<file path="src/rtl/alu_result_framer_if.sv">
// ============================================================================
//  Module      : alu_result_framer_if
//  Description : Result-in / byte-out bundle between the ALU/comparator
//                result source, the framer and the UART transmitter.
//  Revision    : 1.0 - initial release
// ============================================================================
`default_nettype none

interface alu_result_framer_if #(
    parameter int DATA_WIDTH = 8,
    parameter int RES_BYTES  = 2
);
    logic [RES_BYTES*DATA_WIDTH-1:0] RES_DATA;
    logic                            RES_VLD;
    logic                            RES_SHORT;
    logic                            TX_BUSY;
    logic [DATA_WIDTH-1:0]           TX_P_DATA;
    logic                            TX_D_VLD;
    logic                            FRM_BUSY;
    logic                            OVF_ERR;

    // Result source and UART side
    modport master (
        output RES_DATA, RES_VLD, RES_SHORT, TX_BUSY,
        input  TX_P_DATA, TX_D_VLD, FRM_BUSY, OVF_ERR
    );

    // Framer side
    modport slave (
        input  RES_DATA, RES_VLD, RES_SHORT, TX_BUSY,
        output TX_P_DATA, TX_D_VLD, FRM_BUSY, OVF_ERR
    );
endinterface

`default_nettype wire

</file>
<file path="src/rtl/alu_result_framer.sv">
// ============================================================================
//  Module      : alu_result_framer
//  Description : Captures ALU/comparator results and sends them LSB byte
//                first to the UART transmitter, with a one-entry holding
//                buffer for a result arriving mid-frame.
//  Revision    : 1.0 - initial release
// ============================================================================
`default_nettype none

module alu_result_framer #(
    parameter int DATA_WIDTH = 8,
    parameter int RES_BYTES  = 2
) (
    input  wire logic          CLK,
    input  wire logic          RST,
    alu_result_framer_if.slave bus
);

    localparam int RES_WIDTH = RES_BYTES * DATA_WIDTH;
    localparam int CNT_WIDTH = $clog2(RES_BYTES + 1);

    typedef enum logic [1:0] {
        S_IDLE      = 2'd0,
        S_ISSUE     = 2'd1,
        S_WAIT_ACK  = 2'd2,
        S_WAIT_DONE = 2'd3
    } state_t;

    state_t                 state_q;
    logic [RES_WIDTH-1:0]   shift_q;
    logic [CNT_WIDTH-1:0]   cnt_q;
    logic [RES_WIDTH-1:0]   buf_data_q;
    logic                   buf_short_q;
    logic                   buf_full_q;
    logic [DATA_WIDTH-1:0]  tx_data_q;
    logic                   tx_vld_q;
    logic                   ovf_q;

    logic [CNT_WIDTH-1:0]   new_cnt_d;
    logic [CNT_WIDTH-1:0]   buf_cnt_d;

    // Byte counts for an incoming result and for the buffered result
    always_comb begin
        new_cnt_d = bus.RES_SHORT ? CNT_WIDTH'(1) : CNT_WIDTH'(RES_BYTES);
        buf_cnt_d = buf_short_q   ? CNT_WIDTH'(1) : CNT_WIDTH'(RES_BYTES);
    end

    // Framing FSM, holding buffer and registered TX/overflow outputs
    always_ff @(posedge CLK or posedge RST) begin
        if (RST) begin
            state_q     <= S_IDLE;
            shift_q     <= '0;
            cnt_q       <= '0;
            buf_data_q  <= '0;
            buf_short_q <= 1'b0;
            buf_full_q  <= 1'b0;
            tx_data_q   <= '0;
            tx_vld_q    <= 1'b0;
            ovf_q       <= 1'b0;
        end else begin
            tx_vld_q <= 1'b0;
            ovf_q    <= 1'b0;

            // A result arriving mid-frame is parked, or dropped if the slot is taken
            if (bus.RES_VLD && (state_q != S_IDLE)) begin
                if (!buf_full_q) begin
                    buf_data_q  <= bus.RES_DATA;
                    buf_short_q <= bus.RES_SHORT;
                    buf_full_q  <= 1'b1;
                end else begin
                    ovf_q <= 1'b1;
                end
            end

            case (state_q)
                S_IDLE: begin
                    if (bus.RES_VLD) begin
                        shift_q <= bus.RES_DATA;
                        cnt_q   <= new_cnt_d;
                        state_q <= S_ISSUE;
                    end
                end
                S_ISSUE: begin
                    if (!bus.TX_BUSY) begin
                        tx_data_q <= shift_q[DATA_WIDTH-1:0];
                        tx_vld_q  <= 1'b1;
                        state_q   <= S_WAIT_ACK;
                    end
                end
                S_WAIT_ACK: begin
                    if (bus.TX_BUSY) begin
                        state_q <= S_WAIT_DONE;
                    end
                end
                S_WAIT_DONE: begin
                    if (!bus.TX_BUSY) begin
                        shift_q <= shift_q >> DATA_WIDTH;
                        cnt_q   <= cnt_q - CNT_WIDTH'(1);
                        if (cnt_q > CNT_WIDTH'(1)) begin
                            state_q <= S_ISSUE;
                        end else if (buf_full_q) begin
                            // Older buffered result goes first; overrides the park above
                            shift_q    <= buf_data_q;
                            cnt_q      <= buf_cnt_d;
                            buf_full_q <= 1'b0;
                            state_q    <= S_ISSUE;
                        end else if (bus.RES_VLD) begin
                            // Result parked this edge is promoted at once
                            shift_q    <= bus.RES_DATA;
                            cnt_q      <= new_cnt_d;
                            buf_full_q <= 1'b0;
                            state_q    <= S_ISSUE;
                        end else begin
                            state_q <= S_IDLE;
                        end
                    end
                end
                default: state_q <= S_IDLE;
            endcase
        end
    end

    assign bus.TX_P_DATA = tx_data_q;
    assign bus.TX_D_VLD  = tx_vld_q;
    assign bus.OVF_ERR   = ovf_q;
    assign bus.FRM_BUSY  = (state_q != S_IDLE) || buf_full_q;

endmodule

`default_nettype wire

</file>
<file path="src/flat_wrapper.sv">
// flat-port wrapper written by rule: the top's interface ports become plain ports
module alu_result_framer_flat 
#(
    parameter int DATA_WIDTH = 8,
    parameter int RES_BYTES  = 2
)
  (CLK, RST, bus_RES_DATA, bus_RES_VLD, bus_RES_SHORT, bus_TX_BUSY, bus_TX_P_DATA, bus_TX_D_VLD, bus_FRM_BUSY, bus_OVF_ERR);
  alu_result_framer_if #(.DATA_WIDTH(DATA_WIDTH), .RES_BYTES(RES_BYTES)) bus_i ();
  input  wire logic CLK;
  input  wire logic RST;
  input wire logic [$bits(bus_i.RES_DATA)-1:0] bus_RES_DATA;
  input wire logic [$bits(bus_i.RES_VLD)-1:0] bus_RES_VLD;
  input wire logic [$bits(bus_i.RES_SHORT)-1:0] bus_RES_SHORT;
  input wire logic [$bits(bus_i.TX_BUSY)-1:0] bus_TX_BUSY;
  output wire logic [$bits(bus_i.TX_P_DATA)-1:0] bus_TX_P_DATA;
  output wire logic [$bits(bus_i.TX_D_VLD)-1:0] bus_TX_D_VLD;
  output wire logic [$bits(bus_i.FRM_BUSY)-1:0] bus_FRM_BUSY;
  output wire logic [$bits(bus_i.OVF_ERR)-1:0] bus_OVF_ERR;
  assign bus_i.RES_DATA = bus_RES_DATA;
  assign bus_i.RES_VLD = bus_RES_VLD;
  assign bus_i.RES_SHORT = bus_RES_SHORT;
  assign bus_i.TX_BUSY = bus_TX_BUSY;
  assign bus_TX_P_DATA = bus_i.TX_P_DATA;
  assign bus_TX_D_VLD = bus_i.TX_D_VLD;
  assign bus_FRM_BUSY = bus_i.FRM_BUSY;
  assign bus_OVF_ERR = bus_i.OVF_ERR;
  alu_result_framer #(.DATA_WIDTH(DATA_WIDTH), .RES_BYTES(RES_BYTES)) u_core (.CLK(CLK), .RST(RST), .bus(bus_i));
endmodule
</file>
<file path="config.mk">
export PLATFORM = sky130hd
export DESIGN_NAME = alu_result_framer_flat
export DESIGN_NICKNAME = d
export VERILOG_FILES = /design/src/rtl/alu_result_framer_if.sv /design/src/rtl/alu_result_framer.sv /design/src/flat_wrapper.sv
export SDC_FILE = /design/constraint.sdc
export NUM_CORES = 1
export LEC_CHECK = 0
export ABC_AREA = 1
export BUFFER_PORTS_ARGS = -buffer_cell sky130_fd_sc_hd__buf_2
export CAP_MARGIN = 10
export CORE_UTILIZATION = 61
export DETAILED_ROUTE_END_ITERATION = 8
export GPL_TIMING_DRIVEN = 0
export HOLD_SLACK_MARGIN = 0.15
export MAX_ROUTING_LAYER = met4
export PLACE_DENSITY = 0.84
export SLEW_MARGIN = 20
export SYNTH_ARGS = -nofsm -noshare
export SYNTH_HDL_FRONTEND = slang
export SYNTH_SLANG_ARGS = --single-unit
</file>
<file path="constraint.sdc">
create_clock -name CLK -period 2.7 [get_ports CLK]
set_clock_uncertainty 0.2 [all_clocks]
set_input_delay 0.135 -clock CLK [delete_from_list [all_inputs] [get_ports CLK]]
set_output_delay 0.135 -clock CLK [all_outputs]
set_load 0.03 [all_outputs]
</file>
==> run summary, run 1 <==
* number of synthesized register bits: 48
* count of nets after finishing: 400
* vias after detailed routing: 2157
* distinct cell type count of the synthesized netlist: 23
* Global Route Usage Sum: 29.1%
* first-pass GRT wire length: 8830 microns
* outcome: finished, final reports clean
* static leakage: 0.00164 uW
* Seq pwr share: 36.3%
* violation count after the first detailed-routing iteration: 126
* portion of total power attributed to combinational logic: 50.5%
* clock network latency to the later pin of the worst-skew pair: 0.31 ns
* Max Clock Freq: 491 MHz
* switching share of power: 44.9%
* post-synthesis compound-gate area fraction: 6.23%
* starting density of the core: 64.9%
* CTS root buf: clkbuf_8
* worst r2r src: u_core.state_q[0]$_DFFE_PP0P_
* critical path data arrival time: 2.01 ns
* cell count of the worst reg-to-reg path: 6
* final count of negative-setup-slack endpoints: 0
* setup slack of the worst register-to-register path: 0.66 ns
* share of layout cells above drive strength 1: 16.5%
* CP Max Fanout: 10
* post-detailed-route count of antenna-violating nets: 0
* Post-Synth Simple-Gate Area: 32.4%
* cell types occupying the most area after synthesis: dfrtp_1 (50%), nand2_1 (19%), inv_1 (6.1%)
* critical path class: flop to flop
* adder and majority cell fraction of the synthesized area: 2.59%
* via count of the first global-routing pass: 2035
* final critical-path share of the clock period: 75.4%
* critical path data required time: 2.67 ns
* cell family with most CP delay: buffers and inverters
* Mean Syn Cell Area: 7.65 sq um
* Tightest Hold Check Type: primary input to asynchronous set/reset pin
* Synthesis Warnings: 0
* FF+latch area: 1200 sq um
* Die Height: 64.9 microns
* critical path cell sequence: inv_1, ha_1, inv_1, nand3_1, clkbuf_1, o21ai_0
* DR pass1 iterations: 5
* power per standard cell area: 1160 nW/um^2
* met1 GRT Util: 35.3%
* total area of multi-input combinational cells: 995 sq um
* commonest cells after routing, fill and taps aside: nand2_1 (120), dfrtp_1 (48), inv_1 (38)
* sum of overflow across all layers after global routing: 0
* placer's final routability congestion estimate: 0.897
* synthesis-to-layout area growth: 22.3%
* number of setup buffers added after CTS: 0
* final wirelength: 5210 microns
* standard cell with the maximum stage delay on the critical path: dfrtp_1
* Mapped Cells: 315
* most frequent standard cell in the layout excluding fill and tap cells: nand2_1
* RSZ-0062 raised after global routing: no
* met2 track demand over resource: 46.5%
* Crit path buffers/inverters: 3
* Setup Total Neg Slack: 0 ns
* endpoint class of the critical path: flop
* Layout fillers: 284
* H-tree Lvls: 2
* slew at the pin with the worst max-slew slack: 0.532 ns
* number of design rule violations left after detail routing: 0
* xor/xnor share of the synthesized area: 0%
* minimum period implied by the final worst setup slack: 2.04 ns
* multiplexer share of the synthesized area: 0%
* antenna diode instance count: 0
* Top Ports: 32
* Most Frequent Cell on Critical Path: inv_1
* maximum cell stage delay along the critical path: 0.43 ns
* total count of max-transition violations in the final report: 0
* VDD IR max: 0.000610 V
* largest family of logic cells by synthesized area: simple AND/OR/NAND/NOR gates
* Worst R2R End: u_core.buf_data_q[4]$_DFFE_PP0P_
* antenna violations before repair: 0
* via-per-instance ratio: 5.10
* met3 track utilization from global routing: 6.51%
* placement row count: 22
* Maximum Capacitance Violations: 0
* wire length per cell after detailed routing: 12.3 microns
* Clock Tree Buf Depth: 2
* core outline area: 3720 sq um
* IO Port Bufs: 31
* number of nets produced by synthesis: 341
* share of the yosys chip area belonging to registers: 49.8%
* number of clock sinks: 48
* Total Die Area: 4210 sq um
* Post-Syn Area: 2410 sq um
* Max transition margin: 64.5%
* power after layout: 3410 uW
* Hold Violations, Final: 0
* GRT busiest layer: met2
* CTS buffer count: 5
* Clk network pwr share: 13.1%
* clock transition time at the flip-flop clock pins of the worst setup and hold paths: 0.09 ns
* maximum number of pins on one net before global-route repair: 26
* clock tree from TritonCTS: built
* HPWL reported at the end of detailed placement: 3630 microns
* Crit. path cell count: 6
* power dissipated by switching net loads: 1530 uW
* fraction of post-synthesis cell area in the top cell type by area: 49.8%
* overall die width: 64.9 microns
* CP Launch Type: flop
* internal portion of total power: 1880 uW
* top cell type by total area after synthesis: dfrtp_1
[layer usage]
metal | wire length, microns | share of wire [%]
met4 | 91 | 1.7
met5 | 0 | 0
met3 | 321 | 6.2
met1 | 2390 | 46
met2 | 2410 | 46
[sequential cells by signal, summed over array words and instances (netlist names)]
name                  cells
u_core.cnt_q              2
u_core.buf_short_q        1
u_core.buf_full_q         1
u_core.state_q            2
u_core.bus.TX_P_DATA      8
u_core.bus.TX_D_VLD       1
u_core.bus.OVF_ERR        1
u_core.shift_q           16
u_core.buf_data_q        16
[cell families after synthesis]
family,count (synthesis)
AND/OR/NAND/NOR,182
buffers and inverters,50
flip-flops,48
AO/OA/AOI/OAI,30
adder cells (fa/ha/maj),5
[cells in the mapped netlist]
cell type,count
nand4_1,7
nor3_1,1
buf_2,3
inv_6,1
nor2_2,1
nand2_4,2
nand2_2,3
dfrtp_1,48
and2_4,1
or2_2,6
inv_1,39
buf_6,1
buf_4,3
nor2_1,14
or2_1,1
o21ai_0,22
ha_1,5
nand3_1,26
a21oi_1,8
buf_1,1
clkbuf_1,1
nand2_1,120
inv_2,1
[through the flow]
| step | instance area [sq um] | instances | util, % | setup WS (ns) | hold slack [ns] |
|---|---|---|---|---|---|
| after floorplan | 2410 | 315 | - | 1.06 | 0.0473 |
| after global placement | 2630 | 394 | 70.7 | 0.662 | 0.211 |
| after detailed placement | 2650 | 395 | 71.4 | 0.701 | 0.00621 |
| after CTS | 2950 | 423 | 79.3 | 0.683 | 0.224 |
| after global routing | 2950 | 423 | 79.3 | 0.451 | 0.264 |
| final | 2950 | 423 | 79.3 | 0.665 | 0.224 |
[how the worst max path moves through the flow]
stage	startpoint	endpoint	slack, ns
final	u_core.state_q[0]$_DFFE_PP0P_	u_core.buf_data_q[4]$_DFFE_PP0P_	0.66
after global routing	u_core.state_q[0]$_DFFE_PP0P_	u_core.buf_data_q[3]$_DFFE_PP0P_	0.45
after CTS	u_core.state_q[0]$_DFFE_PP0P_	u_core.buf_data_q[4]$_DFFE_PP0P_	0.68
after detailed placement	u_core.state_q[0]$_DFFE_PP0P_	u_core.buf_data_q[4]$_DFFE_PP0P_	0.70
after global placement	RST	u_core.buf_short_q$_DFFE_PP0P_	0.66
after floorplan	u_core.state_q[0]$_DFFE_PP0P_	u_core.shift_q[1]$_DFFE_PP0P_	1.06
[power by group through the flow]
stage	Sequential, uW	Combinational (uW)	Clock [uW]
3_3_place_gp	1240	1640	0
4_1_cts	1240	1730	455
5_1_grt	1280	1960	476
3_5_place_dp	1250	1700	0
2_1_floorplan	1330	1190	0
6_report	1240	1720	448
[cell type report]
cell class | count | share of cell area, %
buffer | 9 | 1.91
clock buffer | 7 | 2.93
clock inverter | 1 | 0.255
inverter | 41 | 5.39
multi-input combinational | 217 | 33.7
sequential | 48 | 40.7
tap | 48 | 2.04
timing repair buffer | 52 | 13.0
[worst register-to-register path: cells and delay by family, from the launching register on]
kind                     cells  cell delay, ns
adder cells (fa/ha/maj)      1            0.24
AO/OA/AOI/OAI                1            0.15
AND/OR/NAND/NOR              1            0.28
buffers and inverters        3            0.62
flip-flops                   1            0.43
[what timing repair did]
item	CTS	global route
endpoints found under the hold margin	96	0
gates resized for setup	0	0
hold buffers	20	0
Note: power is estimated with default switching activity, not from simulation.
==> run 2: changes to the inputs <==
Settings changed: CORE_UTILIZATION 61 to 57, PLACE_DENSITY 0.84 to 0.79.
Clock period 2.7 ns to 2.05 ns, I/O delays scaled along.
==> run summary, run 2 (synthesized netlist as in run 1, its figures left out) <==
* synthesis-to-layout area growth: 23.2%
* met1 GRT Util: 35.6%, +0.24 points
* power per standard cell area: 1550 nW/um^2, +34%
* most frequent standard cell in the layout excluding fill and tap cells: nand2_1
* DR pass1 iterations: 4, -1
* endpoint class of the critical path: flop
* final critical-path share of the clock period: 90.3%, +15 points
* clock network latency to the later pin of the worst-skew pair: 0.31 ns, about the same
* outcome: finished, final reports clean
* CTS root buf: clkbuf_8
* Maximum Capacitance Violations: 0, unchanged
* HPWL reported at the end of detailed placement: 3500 microns, -3.6%
* final standard cell area without fillers: 2970 sq um, +0.81%
* starting density of the core: 59.8%, -5.0 points
* vias after detailed routing: 2135, -1.0%
* Clock Tree Buf Depth: 2, unchanged
* post-detailed-placement cell area: 2650 sq um, -0.19%
* Max Clock Freq: 540 MHz, +9.9%
* number of clock sinks: 48, unchanged
* static leakage: 0.00166 uW, +0.99%
* placer's final routability congestion estimate: 0.868, -3.3%
* Global Route Usage Sum: 26.8%, -2.3 points
* antenna violations before repair: 0, unchanged
* VDD IR max: 0.000888 V, +46%
* count of nets after finishing: 400, unchanged
* Total Die Area: 4490 sq um, +6.8%
* Worst R2R End: u_core.shift_q[2]$_DFFE_PP0P_
* IO Port Bufs: 31, unchanged
* Hold Violations, Final: 0, unchanged
* met3 track utilization from global routing: 5.31%, -1.2 points
* share of layout cells above drive strength 1: 17.1%, +0.53 points
* placement row count: 23, +4.5%
* sum of overflow across all layers after global routing: 0, unchanged
* RSZ-0062 raised after global routing: no
* H-tree Lvls: 2, unchanged
* setup slack of the worst register-to-register path: 0.20 ns, -0.47 ns
* CP Launch Type: flop
* final wirelength: 5130 microns, -1.5%
* final count of negative-setup-slack endpoints: 0, unchanged
* worst r2r src: u_core.cnt_q[1]$_DFFE_PP0P_
* violation count after the first detailed-routing iteration: 194, +54%
* antenna diode instance count: 0, unchanged
* met2 track demand over resource: 41.1%, -5.4 points
* Top Ports: 32, unchanged
* overall die width: 67.0 microns, +3.3%
* Tightest Hold Check Type: primary input to asynchronous set/reset pin
* cell count of the worst reg-to-reg path: 9, +3
* GRT busiest layer: met2
* CP Max Fanout: 10, unchanged
* critical path data arrival time: 1.85 ns, -0.16 ns
* total count of max-transition violations in the final report: 0, unchanged
* first-pass GRT wire length: 8540 microns, -3.3%
* Setup Total Neg Slack: 0 ns, unchanged
* number of setup buffers added after CTS: 0, unchanged
* critical path class: flop to flop
* post-detailed-route count of antenna-violating nets: 0, unchanged
* minimum period implied by the final worst setup slack: 1.85 ns, -0.183 ns
* worst-case hold slack: 0.184 ns, -0.0397 ns
* Max transition margin: 65.3%, +0.82 points
* maximum number of pins on one net before global-route repair: 26, unchanged
* CTS buffer count: 5, unchanged
* Die Height: 67.0 microns, +3.3%
* slew at the pin with the worst max-slew slack: 0.520 ns, -0.0123 ns
* clock tree from TritonCTS: built
* number of design rule violations left after detail routing: 0, unchanged
* clock transition time at the flip-flop clock pins of the worst setup and hold paths: 0.09 ns, about the same
* timing startpoint of the critical path: u_core.cnt_q[1]$_DFFE_PP0P_
* wire length per cell after detailed routing: 12.1 microns, -2.0%
* via-per-instance ratio: 5.02, -1.5%
* core outline area: 4030 sq um, +8.4%
* commonest cells after routing, fill and taps aside: nand2_1 (120), dfrtp_1 (48), inv_1 (38)
* via count of the first global-routing pass: 1854, -8.9%
* critical path data required time: 2.05 ns, -0.62 ns
* power after layout: 4600 uW, +35%
-- run 2: power by group --
part	internal, uW	total [uW]	leakage, uW	switching (uW)
combinational	804	2250	0.00100	1450
clock	399	722	0.0000614	323
sequential	1400	1630	0.000592	235
-- run 2: critical path, stage by stage, from the launching register on --
cell and delay (ns):
dfrtp_1 0.44, inv_1 0.13, ha_1 0.18, inv_1 0.05, nand2_2 0.18, nand3_1 0.10, nand2_1 0.21, nand2_1 0.11
nand3_1 0.11, nand2_1 0.05
-- run 2: worst max-delay path by stage --
stage                                            end  slack (ns)  cells after the start
global route           u_core.shift_q[4]$_DFFE_PP0P_       0.006                      9
finish                 u_core.shift_q[2]$_DFFE_PP0P_        0.20                      9
global placement       u_core.state_q[1]$_DFFE_PP0P_        0.02                      2
floorplan              u_core.shift_q[1]$_DFFE_PP0P_        0.41                      9
CTS                 u_core.buf_data_q[6]$_DFFE_PP0P_        0.11                      6
detailed placement  u_core.buf_data_q[2]$_DFFE_PP0P_        0.12                      6
-- run 2: metal layers --
metal | vias to the layer above | wire length (microns)
met5 | - | 0
met4 | 0 | 95
met3 | 12 | 265
met2 | 67 | 2400
met1 | 960 | 2370
li1 | 1096 | -
-- run 2: cell type report --
cell class / instances / area [sq um]
clock buffer: 6 / 82.6
clock inverter: 2 / 38.8
sequential: 48 / 1200
fill: 298 / 1060
tap: 50 / 62.6
buffer: 9 / 57.6
timing repair buffer: 52 / 375
multi-input combinational: 217 / 995
inverter: 41 / 159
-- run 2: through the flow --
step                util [%]  setup slack, ns  cells
finish                  73.8            0.198    425
global route            73.8          0.00559    425
CTS                     73.7            0.112    425
detailed placement      65.7            0.116    397
global placement        65.2           0.0187    396
floorplan                  -            0.406    315
-- run 2: timing repair --
item                                    4_1_cts  5_1_grt
endpoints found under the hold margin        96        0
endpoints found under the setup margin        0       10
hold buffers                                 20        0
resized for setup                             0        2
